--- src/rtl/cache_victim_sel_pkg.sv ---
// Shared cache constants, index types and the LFSR tap table.
// Latency: n/a (types and constant functions only).
// Backpressure: n/a.
package cache_victim_sel_pkg;

  localparam int NUM_WAYS = 4;
  localparam int NUM_SETS = 16;
  localparam int WAY_BITS = $clog2(NUM_WAYS);
  localparam int SET_BITS = $clog2(NUM_SETS);

  typedef logic [WAY_BITS-1:0] way_idx_t;
  typedef logic [SET_BITS-1:0] set_idx_t;

  // Maximal-length Fibonacci tap masks; bit (t-1) set for polynomial term x^t.
  function automatic logic [31:0] lfsr_taps(input int n);
    case (n)
      2:       return 32'h0000_0003;
      3:       return 32'h0000_0006;
      4:       return 32'h0000_000C;
      5:       return 32'h0000_0014;
      6:       return 32'h0000_0030;
      7:       return 32'h0000_0060;
      8:       return 32'h0000_00B8;
      9:       return 32'h0000_0110;
      10:      return 32'h0000_0240;
      11:      return 32'h0000_0500;
      12:      return 32'h0000_0829;
      13:      return 32'h0000_100D;
      14:      return 32'h0000_2015;
      15:      return 32'h0000_6000;
      16:      return 32'h0000_D008;
      default: return 32'h0000_0003;
    endcase
  endfunction

endpackage

--- src/rtl/victim_lfsr.sv ---
// Free-running pseudorandom source for victim offsets; steps only when enabled.
// Latency: new value visible the cycle after enable.
// Backpressure: none; enable is the only throttle.
module victim_lfsr #(
  parameter int NUM_BITS = 3
) (
  input  logic                clock,
  input  logic                reset,
  input  logic                enable,
  output logic [NUM_BITS-1:0] lfsr
);
  import cache_victim_sel_pkg::*;

  localparam logic [31:0] TAPS = lfsr_taps(NUM_BITS);

  logic feedback;

  // XOR of the tapped bits; a nonzero seed never reaches the all-zero lock-up state.
  assign feedback = ^(lfsr & TAPS[NUM_BITS-1:0]);

  // Shift in the feedback bit on each enabled cycle; seed is 1.
  always_ff @(posedge clock) begin
    if (reset) begin
      lfsr <= NUM_BITS'(1);
    end else if (enable) begin
      lfsr <= {lfsr[NUM_BITS-2:0], feedback};
    end
  end

endmodule

--- src/rtl/cache_victim_sel.sv ---
// Victim way selector: lowest invalid way, else a non-MRU way chosen pseudorandomly.
// Latency: victim_valid strobes exactly one cycle after victim_req is accepted.
// Backpressure: victim_ready low from PICK until fill/cancel; requests then are ignored.
module cache_victim_sel #(
  parameter int NUM_WAYS  = cache_victim_sel_pkg::NUM_WAYS,
  parameter int NUM_SETS  = cache_victim_sel_pkg::NUM_SETS,
  parameter int LFSR_BITS = $clog2(NUM_WAYS) + 1
) (
  input  logic                        clock,
  input  logic                        reset,
  input  logic                        access_valid,
  input  logic [$clog2(NUM_SETS)-1:0] access_set,
  input  logic [$clog2(NUM_WAYS)-1:0] access_way,
  input  logic                        victim_req,
  input  logic [$clog2(NUM_SETS)-1:0] victim_set,
  output logic                        victim_ready,
  output logic                        victim_valid,
  output logic [$clog2(NUM_WAYS)-1:0] victim_way,
  input  logic                        victim_cancel,
  input  logic                        fill_valid,
  input  logic                        inval_valid,
  input  logic [$clog2(NUM_SETS)-1:0] inval_set,
  input  logic [$clog2(NUM_WAYS)-1:0] inval_way,
  input  logic                        inval_all
);
  import cache_victim_sel_pkg::*;

  localparam int WB = $clog2(NUM_WAYS);
  localparam int SB = $clog2(NUM_SETS);

  typedef enum logic [1:0] {IDLE, PICK, WAIT_FILL} state_t;

  state_t                state_q, state_d;
  logic [SB-1:0]         pend_set;
  logic [WB-1:0]         pend_way;
  logic [NUM_WAYS-1:0]   valid_q [NUM_SETS];
  logic [WB-1:0]         mru_q   [NUM_SETS];
  logic [LFSR_BITS-1:0]  lfsr;
  logic                  lfsr_en;
  logic                  fill_fire;
  logic [NUM_WAYS-1:0]   set_valid;
  logic [WB-1:0]         set_mru;
  logic [WB-1:0]         pick_off;
  logic [WB-1:0]         pick_way;
  logic                  lfsr_unused;

  generate
    if (NUM_WAYS > 2) begin : g_lfsr
      victim_lfsr #(.NUM_BITS(LFSR_BITS)) u_lfsr (
        .clock  (clock),
        .reset  (reset),
        .enable (lfsr_en),
        .lfsr   (lfsr)
      );
    end else begin : g_no_lfsr
      assign lfsr = LFSR_BITS'(1);
    end
  endgenerate

  // Only the low WB bits feed the offset; the rest of the LFSR is internal state.
  assign lfsr_unused = ^{lfsr, lfsr_en};

  // Victim choice for the pending set: lowest invalid way wins, otherwise avoid MRU.
  always_comb begin
    set_valid = valid_q[pend_set];
    set_mru   = mru_q[pend_set];
    pick_off  = lfsr[WB-1:0];
    if (pick_off == '0) pick_off = WB'(1);
    if (NUM_WAYS == 2) pick_way = ~set_mru;
    else               pick_way = set_mru + pick_off;
    for (int w = NUM_WAYS - 1; w >= 0; w--) begin
      if (!set_valid[w]) pick_way = WB'(w);
    end
  end

  // FSM state register.
  always_ff @(posedge clock) begin
    if (reset) state_q <= IDLE;
    else       state_q <= state_d;
  end

  // Next state and outputs; victim_way shows the held pend_way outside PICK.
  always_comb begin
    state_d      = state_q;
    victim_ready = 1'b0;
    victim_valid = 1'b0;
    victim_way   = pend_way;
    lfsr_en      = 1'b0;
    fill_fire    = 1'b0;
    case (state_q)
      IDLE: begin
        victim_ready = 1'b1;
        if (victim_req) state_d = PICK;
      end
      PICK: begin
        victim_valid = 1'b1;
        victim_way   = pick_way;
        lfsr_en      = 1'b1;
        state_d      = WAIT_FILL;
      end
      WAIT_FILL: begin
        // A fill arriving with a cancel still commits.
        if (fill_valid) begin
          fill_fire = 1'b1;
          state_d   = IDLE;
        end else if (victim_cancel) begin
          state_d   = IDLE;
        end
      end
      default: state_d = IDLE;
    endcase
  end

  // Capture the request's set on accept and the chosen way on leaving PICK.
  always_ff @(posedge clock) begin
    if (reset) begin
      pend_set <= '0;
      pend_way <= '0;
    end else begin
      if (state_q == IDLE && victim_req) pend_set <= victim_set;
      if (state_q == PICK)               pend_way <= pick_way;
    end
  end

  // Per-set valid/MRU update; later statements override earlier ones on the same edge.
  always_ff @(posedge clock) begin
    if (reset) begin
      for (int s = 0; s < NUM_SETS; s++) begin
        valid_q[s] <= '0;
        mru_q[s]   <= '0;
      end
    end else begin
      if (access_valid) mru_q[access_set]               <= access_way;
      if (fill_fire)    mru_q[pend_set]                 <= pend_way;
      if (inval_valid)  valid_q[inval_set][inval_way]   <= 1'b0;
      if (fill_fire)    valid_q[pend_set][pend_way]     <= 1'b1;
      if (inval_all) begin
        for (int s = 0; s < NUM_SETS; s++) valid_q[s] <= '0;
      end
    end
  end

endmodule

--- config.mk ---
export PLATFORM = sky130hd
export DESIGN_NAME = cache_victim_sel
export DESIGN_NICKNAME = d
export VERILOG_FILES = /design/src/rtl/cache_victim_sel_pkg.sv /design/src/rtl/victim_lfsr.sv /design/src/rtl/cache_victim_sel.sv
export SDC_FILE = /design/constraint.sdc
export NUM_CORES = 1
export LEC_CHECK = 0
export CAP_MARGIN = 10
export CORE_AREA = 2 2 131 133
export CTS_CLUSTER_DIAMETER = 50
export DETAILED_ROUTE_END_ITERATION = 8
export DIE_AREA = 0 0 133 135
export MAX_ROUTING_LAYER = met4
export PLACE_DENSITY = 0.49
export SLEW_MARGIN = 0
export SYNTH_ARGS = -nofsm -noshare
export SYNTH_HDL_FRONTEND = slang
export SYNTH_SLANG_ARGS = --single-unit
--- constraint.sdc ---
create_clock -name clock -period 8.66 [get_ports clock]
set_input_delay 1.732 -clock clock [delete_from_list [all_inputs] [get_ports clock]]
set_output_delay 1.732 -clock clock [all_outputs]
set_load 0.02 [all_outputs]
==> impl_summary.txt, run 1 <==
----------------------------------------------------
[Outcome]
  Run status ... finished clean

[GRT]
  Vias in the first global route ... 4441
  Pin count of the biggest net entering global routing ... 69
  Initial antenna violation count ... 0
  Gr ovfl total ... 0
  GR Util All Layers ... 20.79%
  First-pass GRT wire length ... 27250 um

[Yosys]
  Synth Area per Inst ... 10.17 um2
  Number of instances in the synthesized netlist ... 558
  Top area cells in the synthesized netlist ... sky130_fd_sc_hd__dfxtp_1 28%, sky130_fd_sc_hd__edfxtp_1 17%, sky130_fd_sc_hd__mux4_2 9.1%, sky130_fd_sc_hd__a32o_1 9.0%, sky130_fd_sc_hd__nand2_1 6.2%
  Largest area contributor in the netlist ... sky130_fd_sc_hd__dfxtp_1
  Most used flip-flop cell after synthesis ... sky130_fd_sc_hd__dfxtp_1
  Sequential area share after synthesis ... 44.79%
  Top post-synthesis cells by count ... 94 x sky130_fd_sc_hd__nand2_1, 79 x sky130_fd_sc_hd__dfxtp_1, 51 x sky130_fd_sc_hd__a32o_1, 40 x sky130_fd_sc_hd__o21ai_0, 36 x sky130_fd_sc_hd__clkbuf_1
  Top-count cell post-synth ... sky130_fd_sc_hd__nand2_1
  Mapped cell area ... 5677 um2
  Number of synthesized flops with an enable pin ... 32
  Proportion of netlist area held by the largest area contributor ... 27.86%
  Warnings from Yosys ... 0
  Share of synthesized registers carrying an async set or reset ... 0%
  Library cells used by synthesis ... 49
  Post-synthesis register bit count ... 111
  Net count after synthesis ... 583

[Hold path]
  Worst Hold End ... g_lfsr.u_lfsr.lfsr[2]$_SDFFE_PP0P_
  Hold path start ... g_lfsr.u_lfsr.lfsr[2]$_SDFFE_PP0P_
  Hold path cells ... 2
  Kind of path behind the tightest hold check ... flop to flop

[Floorplanning]
  Die outline area ... 17960 um2
  Vert. Die Dim ... 135 um
  Core Area ... 16410 um2
  Horiz. Die Dim ... 133 um
  # IOs ... 28
  Initial Utilization ... 34.60%
  Number of cell rows ... 47

[Placement]
  Weighted congestion reported at the end of routability-driven placement ... 0.8293
  Number of port buffers ... 27
  Detailed placement HPWL ... 12360 um

[Route]
  Number of violations reported at the end of detailed-routing iteration 0 ... 460
  Post-Route WL ... 17470 um
  Count of vias placed by the detailed router ... 4699
  DRC violation count after routing ... 0
  Antenna violation net count after detailed routing ... 0
  Routed length per placed instance ... 22.17 um
  Via count normalized by instance count ... 5.963
  Number of detailed-route iterations in the first pass ... 5

[Pwr]
  LEAKAGE ... 0.002018 uW
  Sequential share of power ... 51.0%
  Share of total power consumed by net switching ... 25.08%
  Clock network fraction of total power ... 40.0%
  Cell-internal power ... 821.5 uW
  Switch Pwr ... 275.0 uW
  Maximum VDD drop ... 0.08786 mV
  Comb power frac ... 9.0%
  Power per standard cell area ... 170.1 nW/um2

[Timing]
  Worst-case clock skew ... 0.009224 ns
  Unrepaired setup endpoints after global routing ... no
  Hold slack final ... 0.4747 ns
  Relative max-transition margin ... 12.87%
  Final count of hold timing violations ... 0
  Achievable Freq ... 184.9 MHz
  Tcrit/Tclk final ... 62.44%
  Setup-violating endpoint count in the final report ... 0
  Actual slew at the worst max-slew pin ... 1.302 ns
  Shortest clock period the worst path allows after layout ... 5.407 ns
  Setup TNS after final layout ... 0 ns
  Final max-slew violation count ... 0

[Finish]
  Fraction of final layout cells with drive strength greater than 1 ... 11.80%
  Diodes inserted ... 0
  Synth-to-layout area growth ... 13.53%
  Final layout net count ... 588

[Worst setup path]
  Category of the worst setup path capture point ... output pin
  Path depth of the worst reg2reg path ... 8
  Required time of the worst setup path ... 6.93 ns
  Data arrival time of the critical path ... 3.68 ns
  CP Launch Type ... flop
  Setup slack of the worst register-to-register path ... 5.82 ns
  Maximum fanout count along the critical path ... 20
  Crit Reg-Reg Endpoint ... pend_way[1]$_SDFF_PP0_
  Type of the worst setup path ... flop to output pin

[CTS]
  Count of cells resized by post-cts repair ... 0
  CTS H-Tree Depth ... 3
  Hold-fix buffers at CTS ... 0
  Clock sink total ... 111
  Maximum clock path buffer count ... 2
  Clock insertion delay at the later pin of the skew report ... 0.36 ns
  Total CTS buffers ... 9
  Clock Root Buffer ... sky130_fd_sc_hd__clkbuf_16
  CTS clock-pin slew for the worst setup and hold paths ... 0.08 ns
  Count of buffers added by post-CTS timing repair for setup ... 0
  TritonCTS clock tree ... done

[Job]
  Max Cap Viol ... 0

----------------------------------------------------
critical path: stages, from the launching register on:
cell                              delay, ns
sky130_fd_sc_hd__dfxtp_1               0.32
sky130_fd_sc_hd__buf_4                 0.33
sky130_fd_sc_hd__mux4_2                0.54
sky130_fd_sc_hd__mux4_2                0.48
sky130_fd_sc_hd__ha_1                  0.20
sky130_fd_sc_hd__xor2_1                0.25
sky130_fd_sc_hd__xnor2_1               0.13
sky130_fd_sc_hd__o311ai_1              0.36
sky130_fd_sc_hd__o21ai_0               0.15
sky130_fd_sc_hd__clkdlybuf4s50_1       0.55
stage by stage:
stage	instances	util (%)	power [uW]	cell area [um2]	setup WS, ns
after global routing	788	39.28	1132	6445	3.031
after CTS	788	39.28	1105	6445	3.225
final	788	39.28	1096	6445	3.253
after floorplan	558	-	628.7	5677	3.895
after detailed placement	772	37.43	670.4	6141	3.629
after global placement	772	37.43	669.7	6141	3.704
cell families (layout without fill, tap and decap cells):
| group | after synthesis | after routing | synth area share, % |
|---|---|---|---|
| and+or+nand+nor | 212 | 212 | 17.65 |
| AOI/OAI and AO/OA | 144 | 144 | 20.10 |
| DFF | 111 | 111 | 44.79 |
| buffers and inverters | 48 | 58 | 3.394 |
| muxes | 38 | 38 | 13.22 |
| xor gates and xnor gates | 4 | 4 | 0.6173 |
| adders and majority gates | 1 | 1 | 0.2204 |
registers in the layout, summed over array words and instances (netlist names), named ones only:
| register | cells |
|---|---|
| pend_set | 4 |
| mru_q | 32 |
| valid_q | 64 |
| g_lfsr.u_lfsr.lfsr | 3 |
| state_q | 2 |
| pend_way | 2 |
power by group through the flow:
| stage | clock [uW] | sequential, uW | combinational [uW] |
|---|---|---|---|
| 4_1_cts | 446 | 559 | 99.6 |
| 3_5_place_dp | 0 | 571 | 99.0 |
| 6_report | 438 | 559 | 99.1 |
| 2_1_floorplan | 0 | 560 | 68.4 |
| 3_3_place_gp | 0 | 571 | 98.4 |
| 5_1_grt | 464 | 561 | 108 |
layout by cell type, fill, tap and decap left out, types with 11 or more instances in the layout:
master,Yosys,layout
sky130_fd_sc_hd__a211o_1,17,17
sky130_fd_sc_hd__a32o_1,51,51
sky130_fd_sc_hd__buf_4,0,11
sky130_fd_sc_hd__clkdlybuf4s50_1,0,27
sky130_fd_sc_hd__dfxtp_1,79,79
sky130_fd_sc_hd__edfxtp_1,32,32
sky130_fd_sc_hd__mux4_2,23,23
sky130_fd_sc_hd__nand2_1,94,94
sky130_fd_sc_hd__nand2b_1,14,14
sky130_fd_sc_hd__nor2_1,35,34
sky130_fd_sc_hd__nor3_1,18,18
sky130_fd_sc_hd__o211ai_1,15,15
sky130_fd_sc_hd__o21ai_0,40,40
layout make-up:
| type | count | area, um2 |
|---|---|---|
| inverter | 4 | 15.01 |
| timing repair buffer | 38 | 352.8 |
| sequential | 111 | 2542 |
| clock inverter | 6 | 65.06 |
| multi-input combinational | 399 | 2955 |
| clock buffer | 10 | 239.0 |
| tap | 220 | 275.3 |
| fill | 1591 | 9962 |
how the worst max path moves through the flow:
| stage | startpoint | endpoint | slack, ns |
|---|---|---|---|
| 6_report | flop | victim_way[1] | 3.25 |
| 3_3_place_gp | flop | victim_way[1] | 3.70 |
| 2_1_floorplan | flop | victim_way[1] | 3.90 |
| 4_1_cts | flop | victim_way[1] | 3.23 |
| 3_5_place_dp | flop | victim_way[1] | 3.63 |
| 5_1_grt | flop | victim_way[1] | 3.03 |
routing by layer:
layer / up-vias / routed length, um / track usage, %
met5: - / 0 / -
met4: 0 / 289 / 6.392
met3: 18 / 956 / 2.815
met2: 160 / 8154 / 32.21
met1: 2359 / 8069 / 28.46
li1: 2162 / - / -
Note: power is estimated with default switching activity, not from simulation.
==> inputs of run 2 (changes only) <==
==> constraint.sdc (replaced) <==
create_clock -name clock -period 5 [get_ports clock]
set_input_delay 1 -clock clock [delete_from_list [all_inputs] [get_ports clock]]
set_output_delay 1 -clock clock [all_outputs]
set_load 0.02 [all_outputs]
==> run 2 against run 1 <==
  * Sequential power is 73% higher
  * Power is 70% higher
  * Sequential cell count stayed put
  * Combinational power is 76% higher
  * Worst hold slack better by 0.0041 ns
  * Critical path type unchanged
  * Largest cell class unchanged
==> impl_summary.txt, run 2 (synthesis results as in run 1) <==
----------------------------------------------------
[Timing]
  Relative max-transition margin ... 20.20% (+7.3 points)
  Worst-case clock skew ... 0.01376 ns (+0.004539 ns)
  Achievable Freq ... 217.9 MHz
  Setup TNS after final layout ... 0 ns (unchanged)
  Final count of hold timing violations ... 0 (unchanged)
  Actual slew at the worst max-slew pin ... 1.186 ns (-0.1160 ns)
  Setup-violating endpoint count in the final report ... 0 (unchanged)
  Shortest clock period the worst path allows after layout ... 4.589 ns
  Unrepaired setup endpoints after global routing ... no
  Tcrit/Tclk final ... 91.78%
  Final max-slew violation count ... 0 (unchanged)

[Worst setup path]
  Cell repeated most along the worst path ... sky130_fd_sc_hd__mux4_2
  Gate family responsible for the most delay along the worst path ... multiplexers
  Required time of the worst setup path ... 4.00 ns (-2.93 ns)
  Total buffers and inverters traversed by the critical path ... 1 (-1)
  Data arrival time of the critical path ... 3.59 ns (-0.09 ns)
  Cell-by-cell trace of the critical path ... mux4_2 -> mux4_2 -> ha_1 -> xor2_1 -> xnor2_1 -> o311ai_1 -> o21ai_0 -> clkdlybuf4s50_1
  Maximum fanout count along the critical path ... 7 (-65%)
  Category of the worst setup path capture point ... output pin
  Setup slack of the worst register-to-register path ... 2.21 ns (-3.61 ns)
  Type of the worst setup path ... flop to output pin
  CP Launch Type ... flop
  Crit path capture ... victim_way[1]
  Delay contributed by the slowest stage of the critical path ... 0.58 ns (+0.03 ns)
  CP Depth ... 8 (-1)
  Slowest stage cell on the critical path ... sky130_fd_sc_hd__dfxtp_1
  Crit Reg-Reg Endpoint ... pend_way[1]$_SDFF_PP0_
  Path depth of the worst reg2reg path ... 7 (-1)

[Finish]
  Largest registers ... valid_q: 64 flops, mru_q: 32 flops, pend_set: 4 flops
  Diodes inserted ... 0 (unchanged)
  Commonest non-fill, non-tap cell in the layout ... sky130_fd_sc_hd__nand2_1
  Final layout net count ... 591 (+0.51%)
  Fraction of final layout cells with drive strength greater than 1 ... 12.26% (+0.46 points)
  Most flops, register ... valid_q
  Synth-to-layout area growth ... 13.69%
  Non-filler instance count after layout ... 791 (+0.38%)
  Commonest cells after routing, fill and taps aside ... 94 x sky130_fd_sc_hd__nand2_1, 79 x sky130_fd_sc_hd__dfxtp_1, 51 x sky130_fd_sc_hd__a32o_1, 40 x sky130_fd_sc_hd__o21ai_0, 34 x sky130_fd_sc_hd__nor2_1
  Number of flip-flops under the largest register name ... 64 (unchanged)
  Number of fill cells ... 1593 (+0.13%)

[Floorplanning]
  Vert. Die Dim ... 135 um (unchanged)
  Horiz. Die Dim ... 133 um (unchanged)
  Initial Utilization ... 34.60% (unchanged)
  # IOs ... 28 (unchanged)
  Number of cell rows ... 47 (unchanged)
  Core Area ... 16410 um2 (unchanged)
  Die outline area ... 17960 um2 (unchanged)

[Route]
  Count of vias placed by the detailed router ... 4712 (+0.28%)
  Number of detailed-route iterations in the first pass ... 5 (unchanged)
  Routed length per placed instance ... 22.37 um (+0.89%)
  Via count normalized by instance count ... 5.957 (-0.10%)
  Antenna violation net count after detailed routing ... 0 (unchanged)
  Number of violations reported at the end of detailed-routing iteration 0 ... 379 (-18%)
  DRC violation count after routing ... 0 (unchanged)
  Post-Route WL ... 17690 um (+1.3%)

[Placement]
  Detailed placement HPWL ... 12390 um (+0.20%)
  Weighted congestion reported at the end of routability-driven placement ... 0.7887 (-4.9%)
  Total instance count after detailed placement ... 775 (+0.39%)
  Number of port buffers ... 27 (unchanged)

[GRT]
  Initial antenna violation count ... 0 (unchanged)
  First-pass GRT wire length ... 27580 um (+1.2%)
  Pin count of the biggest net entering global routing ... 65 (-5.8%)
  Vias in the first global route ... 4540 (+2.2%)
  Gr ovfl total ... 0 (unchanged)
  GR Util All Layers ... 20.96% (+0.17 points)

[Outcome]
  Run status ... finished clean

[CTS]
  CTS clock-pin slew for the worst setup and hold paths ... 0.07 ns (about the same)
  Clock Root Buffer ... sky130_fd_sc_hd__clkbuf_16
  Count of cells resized by post-cts repair ... 0 (unchanged)
  Count of buffers added by post-CTS timing repair for setup ... 0 (unchanged)
  Total CTS buffers ... 9 (unchanged)
  Hold-fix buffers at CTS ... 0 (unchanged)
  TritonCTS clock tree ... done
  Clock sink total ... 111 (unchanged)
  Clock insertion delay at the later pin of the skew report ... 0.36 ns (about the same)
  Maximum clock path buffer count ... 2 (unchanged)
  CTS H-Tree Depth ... 3 (unchanged)

[Job]
  Max Cap Viol ... 0 (unchanged)

[Hold path]
  Kind of path behind the tightest hold check ... flop to flop

[Pwr]
  Maximum VDD drop ... 0.1665 mV (+89%)
  LEAKAGE ... 0.002027 uW (+0.40%)
  Power per standard cell area ... 288.5 nW/um2 (+70%)

----------------------------------------------------
-- run 2: report_power, final --
part           leakage [uW]  internal (uW)  total (uW)  switching [uW]
clock network      0.000147            370         721             350
registers          0.000950            944         967            22.8
logic              0.000930           71.2         174             103
total               0.00203           1390        1860             477
-- run 2: how the worst min path moves through the flow --
stage,cells past startpoint,startpoint,end
3_3_place_gp,2,g_lfsr.u_lfsr.lfsr[0]$_SDFFE_PP1P_,g_lfsr.u_lfsr.lfsr[1]$_SDFFE_PP0P_
6_report,2,g_lfsr.u_lfsr.lfsr[2]$_SDFFE_PP0P_,g_lfsr.u_lfsr.lfsr[2]$_SDFFE_PP0P_
2_1_floorplan,2,g_lfsr.u_lfsr.lfsr[0]$_SDFFE_PP1P_,g_lfsr.u_lfsr.lfsr[1]$_SDFFE_PP0P_
5_1_grt,2,g_lfsr.u_lfsr.lfsr[2]$_SDFFE_PP0P_,g_lfsr.u_lfsr.lfsr[2]$_SDFFE_PP0P_
3_5_place_dp,2,g_lfsr.u_lfsr.lfsr[2]$_SDFFE_PP0P_,g_lfsr.u_lfsr.lfsr[2]$_SDFFE_PP0P_
4_1_cts,2,g_lfsr.u_lfsr.lfsr[2]$_SDFFE_PP0P_,g_lfsr.u_lfsr.lfsr[2]$_SDFFE_PP0P_
-- run 2: metal layers --
| metal | global-route usage, % | vias up | share of wire [%] |
|---|---|---|---|
| met3 | 2.703 | 18 | 5.5 |
| met4 | 7.109 | 0 | 1.8 |
| met2 | 31.58 | 159 | 46 |
| met5 | - | - | 0 |
| met1 | 29.26 | 2365 | 47 |
| li1 | - | 2170 | - |
-- run 2: cell type report --
class	count	area [um2]	share of cell area, %
sequential	111	2542	39.40
multi-input combinational	399	2955	45.79
tap	220	275.3	4.265
timing repair buffer	41	375.4	5.816
inverter	4	15.01	0.2326
clock inverter	5	37.54	0.5816
clock buffer	11	252.7	3.916
-- run 2: per-stage QoR --
stage          util [%]  hold slack [ns]  total power [uW]  cell area (um2)  worst slack (ns)
5_1_grt           39.34           0.5011              1920             6454            0.2008
6_report          39.34           0.4788              1862             6454            0.4108
4_1_cts           39.34           0.4780              1872             6454            0.3766
3_3_place_gp      37.57           0.4575              1160             6163            0.8200
3_5_place_dp      37.57           0.4677              1161             6163            0.7751
2_1_floorplan         -           0.4403              1089             5677            0.9673
-- run 2: worst register-to-register path, stage by stage (launching register included) --
cell,delay (ns)
sky130_fd_sc_hd__dfxtp_1,0.58
sky130_fd_sc_hd__mux4_2,0.56
sky130_fd_sc_hd__mux4_2,0.48
sky130_fd_sc_hd__ha_1,0.20
sky130_fd_sc_hd__xor2_1,0.25
sky130_fd_sc_hd__xnor2_1,0.13
sky130_fd_sc_hd__o311ai_1,0.35
sky130_fd_sc_hd__o31ai_1,0.11
